[src/rtl/vx_launch_pkg.sv]
// Shared definitions for the Vortex launch sequencer: controller states and the buffered DCR
// write entry.
`ifndef VX_DCR_ADDR_WIDTH
`define VX_DCR_ADDR_WIDTH 12
`endif
`ifndef VX_DCR_DATA_WIDTH
`define VX_DCR_DATA_WIDTH 32
`endif

package vx_launch_pkg;

  localparam int unsigned DcrAddrW = `VX_DCR_ADDR_WIDTH;
  localparam int unsigned DcrDataW = `VX_DCR_DATA_WIDTH;

  localparam logic [2:0] StIdle  = 3'd0;
  localparam logic [2:0] StCfg   = 3'd1;
  localparam logic [2:0] StHold  = 3'd2;
  localparam logic [2:0] StWaitb = 3'd3;
  localparam logic [2:0] StRun   = 3'd4;
  localparam logic [2:0] StDone  = 3'd5;

  typedef struct packed {
    logic [DcrAddrW-1:0] addr;
    logic [DcrDataW-1:0] data;
  } dcr_entry_t;

endpackage

[src/rtl/vx_launch_fifo.sv]
// Circular buffer of pending DCR writes with push, pop, flush and occupancy count.
module vx_launch_fifo #(
  parameter int unsigned DEPTH = 16,
  parameter int unsigned WIDTH = 44
) (
  input  logic                         clk,
  input  logic                         reset_n,
  input  logic                         push,
  input  logic [WIDTH-1:0]             wdata,
  input  logic                         pop,
  input  logic                         clear,
  output logic [WIDTH-1:0]             head,
  output logic [$clog2(DEPTH+1)-1:0]   count
);

  localparam int unsigned PtrW = $clog2(DEPTH);
  localparam int unsigned CntW = $clog2(DEPTH + 1);

  logic [WIDTH-1:0] mem_q [DEPTH];
  logic [PtrW-1:0]  wptr_q, rptr_q;
  logic [CntW-1:0]  count_q;

  // Pointers wrap naturally since DEPTH is a power of two.
  always_ff @(posedge clk or negedge reset_n) begin
    if (!reset_n) begin
      wptr_q  <= '0;
      rptr_q  <= '0;
      count_q <= '0;
    end else if (clear) begin
      wptr_q  <= '0;
      rptr_q  <= '0;
      count_q <= '0;
    end else begin
      if (push) wptr_q <= wptr_q + 1'b1;
      if (pop)  rptr_q <= rptr_q + 1'b1;
      if (push && !pop)      count_q <= count_q + 1'b1;
      else if (pop && !push) count_q <= count_q - 1'b1;
    end
  end

  always_ff @(posedge clk) begin
    if (push && !clear) mem_q[wptr_q] <= wdata;
  end

  assign head  = mem_q[rptr_q];
  assign count = count_q;

endmodule

[src/rtl/vx_launch_ctrl.sv]
// Launch sequencer: drains buffered DCR writes while holding the core in reset, then releases
// reset and tracks busy through start, completion, timeout and run-cycle count.
module vx_launch_ctrl
  import vx_launch_pkg::*;
#(
  parameter int unsigned DCR_ADDR_W    = DcrAddrW,
  parameter int unsigned DCR_DATA_W    = DcrDataW,
  parameter int unsigned DEPTH         = 16,
  parameter int unsigned RESET_CYCLES  = 8,
  parameter int unsigned START_TIMEOUT = 1024,
  parameter int unsigned CYC_W         = 64
) (
  input  logic                  clk,
  input  logic                  reset_n,
  input  logic                  cfg_valid,
  output logic                  cfg_ready,
  input  logic [DCR_ADDR_W-1:0] cfg_addr,
  input  logic [DCR_DATA_W-1:0] cfg_data,
  input  logic                  cfg_clear,
  input  logic                  start,
  output logic                  idle,
  output logic                  done,
  output logic                  error,
  output logic [CYC_W-1:0]      cycles,
  output logic                  vx_reset,
  output logic                  dcr_wr_valid,
  output logic [DCR_ADDR_W-1:0] dcr_wr_addr,
  output logic [DCR_DATA_W-1:0] dcr_wr_data,
  input  logic                  busy
);

  localparam int unsigned EntW   = DCR_ADDR_W + DCR_DATA_W;
  localparam int unsigned CntW   = $clog2(DEPTH + 1);
  localparam int unsigned TmrMax = (START_TIMEOUT > RESET_CYCLES) ? START_TIMEOUT : RESET_CYCLES;
  localparam int unsigned TmrW   = $clog2(TmrMax + 1);
  localparam logic [TmrW-1:0] HoldLast = TmrW'(RESET_CYCLES - 1);
  localparam logic [TmrW-1:0] WaitLast = TmrW'(START_TIMEOUT - 1);

  logic [2:0]       state_q, state_d;
  logic [TmrW-1:0]  tmr_q, tmr_d;
  logic [CYC_W-1:0] cycles_q, cycles_d;
  logic             error_q, error_d;
  logic             idle_q, done_q, vx_reset_q, wr_valid_q;
  logic [DCR_ADDR_W-1:0] wr_addr_q;
  logic [DCR_DATA_W-1:0] wr_data_q;

  logic            in_idle, empty, push, pop, clear;
  logic [EntW-1:0] head;
  logic [CntW-1:0] count;

  assign in_idle   = (state_q == StIdle);
  assign empty     = (count == '0);
  assign cfg_ready = in_idle && (count < CntW'(DEPTH)) && !cfg_clear;
  assign push      = cfg_valid && cfg_ready;
  assign clear     = in_idle && cfg_clear;
  // The first entry already leaves on the start edge to hit one-cycle start latency.
  assign pop       = !empty && ((in_idle && start && !cfg_clear) || (state_q == StCfg));

  vx_launch_fifo #(
    .DEPTH (DEPTH),
    .WIDTH (EntW)
  ) u_fifo (
    .clk     (clk),
    .reset_n (reset_n),
    .push    (push),
    .wdata   ({cfg_addr, cfg_data}),
    .pop     (pop),
    .clear   (clear),
    .head    (head),
    .count   (count)
  );

  always_comb begin
    state_d  = state_q;
    tmr_d    = tmr_q;
    cycles_d = cycles_q;
    error_d  = error_q;
    case (state_q)
      StIdle: begin
        if (start) begin
          state_d  = StCfg;
          error_d  = 1'b0;
          cycles_d = '0;
        end
      end
      StCfg: begin
        if (empty) begin
          state_d = StHold;
          tmr_d   = '0;
        end
      end
      StHold: begin
        if (tmr_q == HoldLast) begin
          state_d = StWaitb;
          tmr_d   = '0;
        end else begin
          tmr_d = tmr_q + 1'b1;
        end
      end
      StWaitb: begin
        if (busy) begin
          state_d  = StRun;
          cycles_d = CYC_W'(1);
        end else if (tmr_q == WaitLast) begin
          state_d = StIdle;
          error_d = 1'b1;
        end else begin
          tmr_d = tmr_q + 1'b1;
        end
      end
      StRun: begin
        if (!busy)                state_d  = StDone;
        else if (cycles_q != '1)  cycles_d = cycles_q + 1'b1;
      end
      StDone:  state_d = StIdle;
      default: state_d = StIdle;
    endcase
  end

  always_ff @(posedge clk or negedge reset_n) begin
    if (!reset_n) begin
      state_q    <= StIdle;
      tmr_q      <= '0;
      cycles_q   <= '0;
      error_q    <= 1'b0;
      idle_q     <= 1'b1;
      done_q     <= 1'b0;
      vx_reset_q <= 1'b1;
      wr_valid_q <= 1'b0;
      wr_addr_q  <= '0;
      wr_data_q  <= '0;
    end else begin
      state_q    <= state_d;
      tmr_q      <= tmr_d;
      cycles_q   <= cycles_d;
      error_q    <= error_d;
      idle_q     <= (state_d == StIdle);
      done_q     <= (state_d == StDone);
      vx_reset_q <= !((state_d == StWaitb) || (state_d == StRun));
      wr_valid_q <= pop;
      if (pop) {wr_addr_q, wr_data_q} <= head;
    end
  end

  assign idle         = idle_q;
  assign done         = done_q;
  assign error        = error_q;
  assign cycles       = cycles_q;
  assign vx_reset     = vx_reset_q;
  assign dcr_wr_valid = wr_valid_q;
  assign dcr_wr_addr  = wr_addr_q;
  assign dcr_wr_data  = wr_data_q;

endmodule

[config.mk]
export PLATFORM = sky130hd
export DESIGN_NAME = vx_launch_ctrl
export DESIGN_NICKNAME = d
export VERILOG_FILES = /design/src/rtl/vx_launch_pkg.sv /design/src/rtl/vx_launch_fifo.sv /design/src/rtl/vx_launch_ctrl.sv
export SDC_FILE = /design/constraint.sdc
export NUM_CORES = 1
export LEC_CHECK = 0
export ABC_AREA = 1
export CAP_MARGIN = 20
export CORE_MARGIN = 1.5
export CORE_UTILIZATION = 45
export DETAILED_ROUTE_END_ITERATION = 6
export PLACE_DENSITY = 0.63
export SLEW_MARGIN = 20
export SYNTH_ARGS = -nofsm -noshare
export SYNTH_HDL_FRONTEND = slang
export SYNTH_SLANG_ARGS = --single-unit
export TNS_END_PERCENT = 1
[constraint.sdc]
create_clock -name clk -period 4 [get_ports clk]
set_input_delay 0.8 -clock clk [delete_from_list [all_inputs] [get_ports clk]]
set_output_delay 0.8 -clock clk [all_outputs]
set_load 0.01 [all_outputs]
==> impl_metrics.env, run 1 <==
export IMPL_rr_startpoint="u_fifo.rptr_q[2]"
export IMPL_p_clk_share_pct=31.1
export IMPL_use_met2_pct=35.3
export IMPL_drv_cap=0
export IMPL_yosysTopAreaCellShare_pct=59.2
export IMPL_cp_end_kind="output port"
export IMPL_cp_max_fo=5
export IMPL_rr_worst_depth=7
export IMPL_dieArea_um2=81000
export IMPL_yosys_top_cells_area="edfxtp_1 (59%), dfrtp_1 (9.7%), nand2_1 (8.4%)"
export IMPL_start_util_pct=45.3
export IMPL_startpoint="state_q[0]"
export IMPL_grt_max_degree=199
export IMPL_synth_avg_cell_area_um2=11.0
export IMPL_cts_root_buf="clkbuf_16"
export IMPL_syn_nets=3294
export IMPL_syn_to_final_growth_pct=16.3
export IMPL_drt_first_pass_iters=5
export IMPL_ant_nets=0
export IMPL_clock_sinks=844
export IMPL_setup_tns_ns=0
export IMPL_fp_dieW_um=285
export IMPL_post_cts_buffers=0
export IMPL_clock_path_buffers=3
export IMPL_core_um2=78700
export IMPL_antenna_found_initial=0
export IMPL_drc_errors=0
export IMPL_crit_arrival_ns=2.13
export IMPL_post_drt_wl_per_cell_um=20.0
export IMPL_wl_mm=90.4
export IMPL_ir_worst_vdd_uv=523
export IMPL_grt_pass1_wl_mm=139
export IMPL_cts_tree="done"
export IMPL_die_h_um=285
export IMPL_slew_headroom_pct=27.9
export IMPL_skew_ns=0.0555
export IMPL_min_period_over_period_pct=73.2
export IMPL_clkTransAtPathRegs_ns=0.06
export IMPL_ctsHoldBuffers=0
export IMPL_synth_cell_type_count=41
export IMPL_clk_latency_ns=0.66
export IMPL_power_density_nw_per_um2=614
export IMPL_dp_hpwl_mm=53.5
export IMPL_outcome="finished clean"
export IMPL_rsz0062_at_grt="false"
export IMPL_rr_endpoint="dcr_wr_addr[11]"
export IMPL_num_io_pins=164
export IMPL_syn_area_um2=35700
export IMPL_switching_power_w=0.00872
export IMPL_ys_warn_count=0
export IMPL_finalCriticalPeriod_ns=2.93
export IMPL_vias_per_cell=5.34
export IMPL_ys_flop_type="edfxtp_1"
export IMPL_critPathLaunchType="register"
export IMPL_syn_inst=3232
export IMPL_combPwrFrac_pct=28.3
export IMPL_met3_usage_pct=3.03
export IMPL_setup_violations=0
export IMPL_instances_no_fill=4512
export IMPL_postCtsResizedCells=0
export IMPL_p_seq_share_pct=40.6
export IMPL_rrSetupSlack_ns=1.22
export IMPL_p_leak_nw=15.0
export IMPL_crit_type="reg2out"
export IMPL_synth_edf_count=704
export IMPL_async_reset_ff_share_pct=16.6
export IMPL_cp_required_ns=3.20
export IMPL_drive_gt1_share_pct=6.85
export IMPL_vias=24100
export IMPL_tightest_slew_ns=1.08
export IMPL_layout_common_cells="nand2_1 (800), edfxtp_1 (704), nor2_1 (460), o21ai_0 (318), clkdlybuf4s50_1 (162)"
export IMPL_cts_buffers=91
export IMPL_place_ws_ns=0.722
export IMPL_nets=3446
export IMPL_fin_ws_ns=1.07
export IMPL_num_rows=103
export IMPL_hold_violations=0
export IMPL_numPortBuffers=163
export IMPL_max_freq_ghz=0.342
export IMPL_final_common_cell="nand2_1"
export IMPL_p_sw_share_pct=34.2
export IMPL_gp_congestion=0.918
export IMPL_grt_total_usage_pct=22.2
export IMPL_synth_top_cell_by_area="edfxtp_1"
export IMPL_p_int_w=0.0168
export IMPL_yosysSeqAreaShare_pct=69.1
export IMPL_htreeDepth=3
export IMPL_hold_class="in2async"
export IMPL_use_met1_pct=31.8
export IMPL_placedCellCount=4341
export IMPL_grt_overflow_total=0
export IMPL_dr_first_iter_drc_count=1968
export IMPL_grt_pass1_vias=23200
export IMPL_synth_seq_cells=844
export IMPL_grt_busiest_layer="met2"
export IMPL_drv_slew=0
how the worst max path moves through the flow:
| stage | to | depth (start not counted) |
|---|---|---|
| 4_1_cts | cfg_ready | 4 |
| 2_1_floorplan | u_fifo.mem_q[11][0] | 5 |
| 5_1_grt | cfg_ready | 4 |
| 3_5_place_dp | u_fifo.count[0] | 13 |
| 3_3_place_gp | u_fifo.count[3] | 13 |
| 6_report | cfg_ready | 4 |
critical path: stages (launching register included):
cell             delay [ns]
dfrtp_1                0.41
nor2_2                 0.17
nand2_1                0.14
nor3_1                 0.21
clkdlybuf4s50_1        0.57
layout make-up:
cell class	instances	area, µm²
fillers	6778	37200
diodes	1	2.50
well taps	1050	1310
repair buffers	216	2200
flip-flops and latches	844	24700
inverters	112	433
multi-input cells	2119	10100
clock inverters	46	339
clock buffers	124	2470
synth_stat cells (all sizes together), types with 20 or more instances:
master and n:
nand2 816, edfxtp 704, nor2 483, o21ai 331
dfrtp 138, nand3 124, clkbuf 110, inv 108
a21oi 86, mux2i 77, o22ai 76, buf 47
xor2 30, nand4 20
cell families after synthesis:
logic type / after synthesis / synth area share [%]
xor gates and xnor gates: 33 / 0.810
muxes: 77 / 2.16
buffers and inverters: 269 / 3.04
adders and majority gates: 12 / 0.442
and+or+nand+nor: 1460 / 16.2
AOI/OAI and AO/OA: 537 / 8.22
DFF: 844 / 69.1
flip-flops by register name (all words and copies together), names as in the netlist:
signal         cells
cycles            64
dcr_wr_addr       12
dcr_wr_data       32
dcr_wr_valid       1
done               1
error              1
idle               1
state_q            3
tmr_q             11
u_fifo.count       5
u_fifo.mem_q     704
u_fifo.rptr_q      4
u_fifo.wptr_q      4
vx_reset           1
power by group through the flow:
stage	sequential, W	combinational, W	clock [W]
2_1_floorplan	0.0105	0.00470	0
3_3_place_gp	0.0105	0.00718	0
5_1_grt	0.0104	0.00805	0.00837
4_1_cts	0.0104	0.00729	0.00806
3_5_place_dp	0.0105	0.00725	0
6_report	0.0103	0.00722	0.00792
stage by stage:
step                total power [W]  area [µm²]  utilization [%]  hold WS [ns]
floorplan                    0.0152       35700                -         0.465
global placement             0.0177       38700             49.1         0.464
detailed placement           0.0178       38700             49.1         0.471
CTS                          0.0257       41500             52.7         0.289
global route                 0.0268       41500             52.7         0.332
finish                       0.0255       41500             52.7         0.275
metal layers:
metal	wire length, µm	share of wire, %	vias to the layer above
met1	41200	46	11800
met2	42300	47	655
met5	0	0	-
met3	4680	5.2	133
met4	2240	2.5	0
li1	-	-	11500
No activity file was read; power rests on OpenSTA's default activity.
==> run 2: changes to the inputs <==
- clock period: 4 -> 3 ns (I/O delays scaled with it)
==> impl_metrics.env, run 2 (same netlist as run 1, synthesis figures left out) <==
export IMPL_vias=24500
export IMPL_die_h_um=285
export IMPL_cp_max_fo=5
export IMPL_n_fill_cell=6738
export IMPL_wl_mm=94.4
export IMPL_gp_congestion=0.921
export IMPL_ctsHoldBuffers=1
export IMPL_clock_sinks=844
export IMPL_crit_type="reg2out"
export IMPL_dp_hpwl_mm=56.5
export IMPL_core_um2=78700
export IMPL_post_cts_buffers=0
export IMPL_grt_pass1_vias=23700
export IMPL_grt_pass1_wl_mm=143
export IMPL_rr_startpoint="state_q[0]"
export IMPL_grt_overflow_total=0
export IMPL_slowest_stage="clkdlybuf4s50_1"
export IMPL_grt_max_degree=100
export IMPL_power_density_nw_per_um2=836
export IMPL_layout_common_cells="nand2_1 (800), edfxtp_1 (704), nor2_1 (460), o21ai_0 (318), clkdlybuf4s50_1 (162)"
export IMPL_min_period_over_period_pct=91.9
export IMPL_regMostFlops="u_fifo.mem_q"
export IMPL_startpoint="state_q[0]"
export IMPL_hold_class="reg2reg"
export IMPL_hold_depth=2
export IMPL_postCtsResizedCells=0
export IMPL_ir_worst_vdd_uv=567
export IMPL_cts_root_buf="clkbuf_16"
export IMPL_dieArea_um2=81000
export IMPL_drc_errors=0
export IMPL_num_io_pins=164
export IMPL_slew_headroom_pct=45.7
export IMPL_p_leak_nw=15.3
export IMPL_cts_tree="done"
export IMPL_skew_ns=0.0273
export IMPL_rsz0062_at_grt="false"
export IMPL_ant_nets=0
export IMPL_antenna_found_initial=5
export IMPL_vias_per_cell=5.41
export IMPL_multi_input_area_um2=10100
export IMPL_register_area_um2=24700
export IMPL_hold_violations=0
export IMPL_outcome="finished clean"
export IMPL_setup_violations=0
export IMPL_largest_register_ffs=704
export IMPL_clkTransAtPathRegs_ns=0.06
export IMPL_numPortBuffers=163
export IMPL_cp_required_ns=2.40
export IMPL_max_freq_ghz=0.363
export IMPL_drv_cap=0
export IMPL_final_common_cell="nand2_1"
export IMPL_slowest_delay_ns=0.58
export IMPL_final_area_um2=42200
export IMPL_finalCriticalPeriod_ns=2.76
export IMPL_clock_path_buffers=3
export IMPL_crit_arrival_ns=2.16
export IMPL_drive_gt1_share_pct=7.85
export IMPL_start_util_pct=45.3
export IMPL_drv_slew=0
export IMPL_post_drt_wl_per_cell_um=20.8
export IMPL_cts_buffers=89
export IMPL_dr_first_iter_drc_count=2037
export IMPL_clk_latency_ns=0.65
export IMPL_crit_chain="nor2_2 -> nand2_1 -> nor3_1 -> clkdlybuf4s50_1"
export IMPL_drt_first_pass_iters=6
export IMPL_dpl_cell_area_um2=39200
export IMPL_tightest_slew_ns=0.811
export IMPL_rr_worst_depth=9
export IMPL_htreeDepth=3
export IMPL_nets=3467
export IMPL_num_rows=103
export IMPL_cp_end_kind="output port"
export IMPL_whs_ns=0.476
export IMPL_critPathLaunchType="register"
export IMPL_grt_total_usage_pct=23.1
export IMPL_syn_to_final_growth_pct=18.2
export IMPL_fp_dieW_um=285
export IMPL_min_delay_start="dcr_wr_data[24]"
[run 2: cell types whose count changed in the layout (fill, tap and decap cells not counted), moves of 2 or more]
cell	previous run	this run
buf_12	13	37
clkinv_1	24	13
bufinv_16	2	12
clkbuf_1	27	18
clkinvlp_4	2	5
clkbuf_16	92	90
clkinv_16	2	0
[run 2: report_power, final]
part	switching, W	internal [W]
registers	0.000474	0.0133
logic	0.00687	0.00330
clock network	0.00457	0.00672
[run 2: per-stage QoR]
stage | instances | util [%] | total power, W | setup slack, ns | setup TNS [ns]
after floorplan | 3232 | - | 0.0202 | -0.721 | -446.08
after global placement | 4363 | 49.7 | 0.0242 | 0.227 | 0
after detailed placement | 4363 | 49.7 | 0.0243 | 0.171 | 0
after CTS | 4528 | 53.6 | 0.0355 | 0.215 | 0
after global routing | 4529 | 53.6 | 0.0370 | 0.137 | 0
final | 4529 | 53.6 | 0.0352 | 0.244 | 0
[run 2: worst paths after layout]
kind | end | slack [ns]
hold / removal | dcr_wr_data[24] | 0.48
hold reg to reg | dcr_wr_data[24] | 0.48
setup reg to reg | u_fifo.mem_q[8][13] | 0.50
setup / recovery | cfg_ready | 0.24
max in group asynchronous | u_fifo.rptr_q[0] | 1.63
min in group asynchronous | dcr_wr_addr[1] | 0.54
[run 2: routing by layer]
| metal | GRT usage, % | part of all wire [%] | up-vias |
|---|---|---|---|
| met5 | 0 | 0.042 | - |
| met4 | 6.53 | 2.2 | 6 |
| met3 | 3.76 | 6.7 | 142 |
| met1 | 32.0 | 44 | 12000 |
| met2 | 37.6 | 47 | 823 |
| li1 | - | - | 11600 |
[run 2: area by class of cell]
cell class                 instances  share of cell area [%]
antenna                            1                 0.00593
clock buffer                     114                    5.70
clock inverter                    50                    1.43
inverter                         112                    1.03
multi-input combinational       2119                    23.9
sequential                       844                    58.5
tap                             1050                    3.12
timing repair buffer             239                    6.33
[run 2: critical path, delay by kind of cell, from the launching register on]
family,cells,cell delay (ns)
flops,1,0.41
simple gates,3,0.53
buf+inv,1,0.58
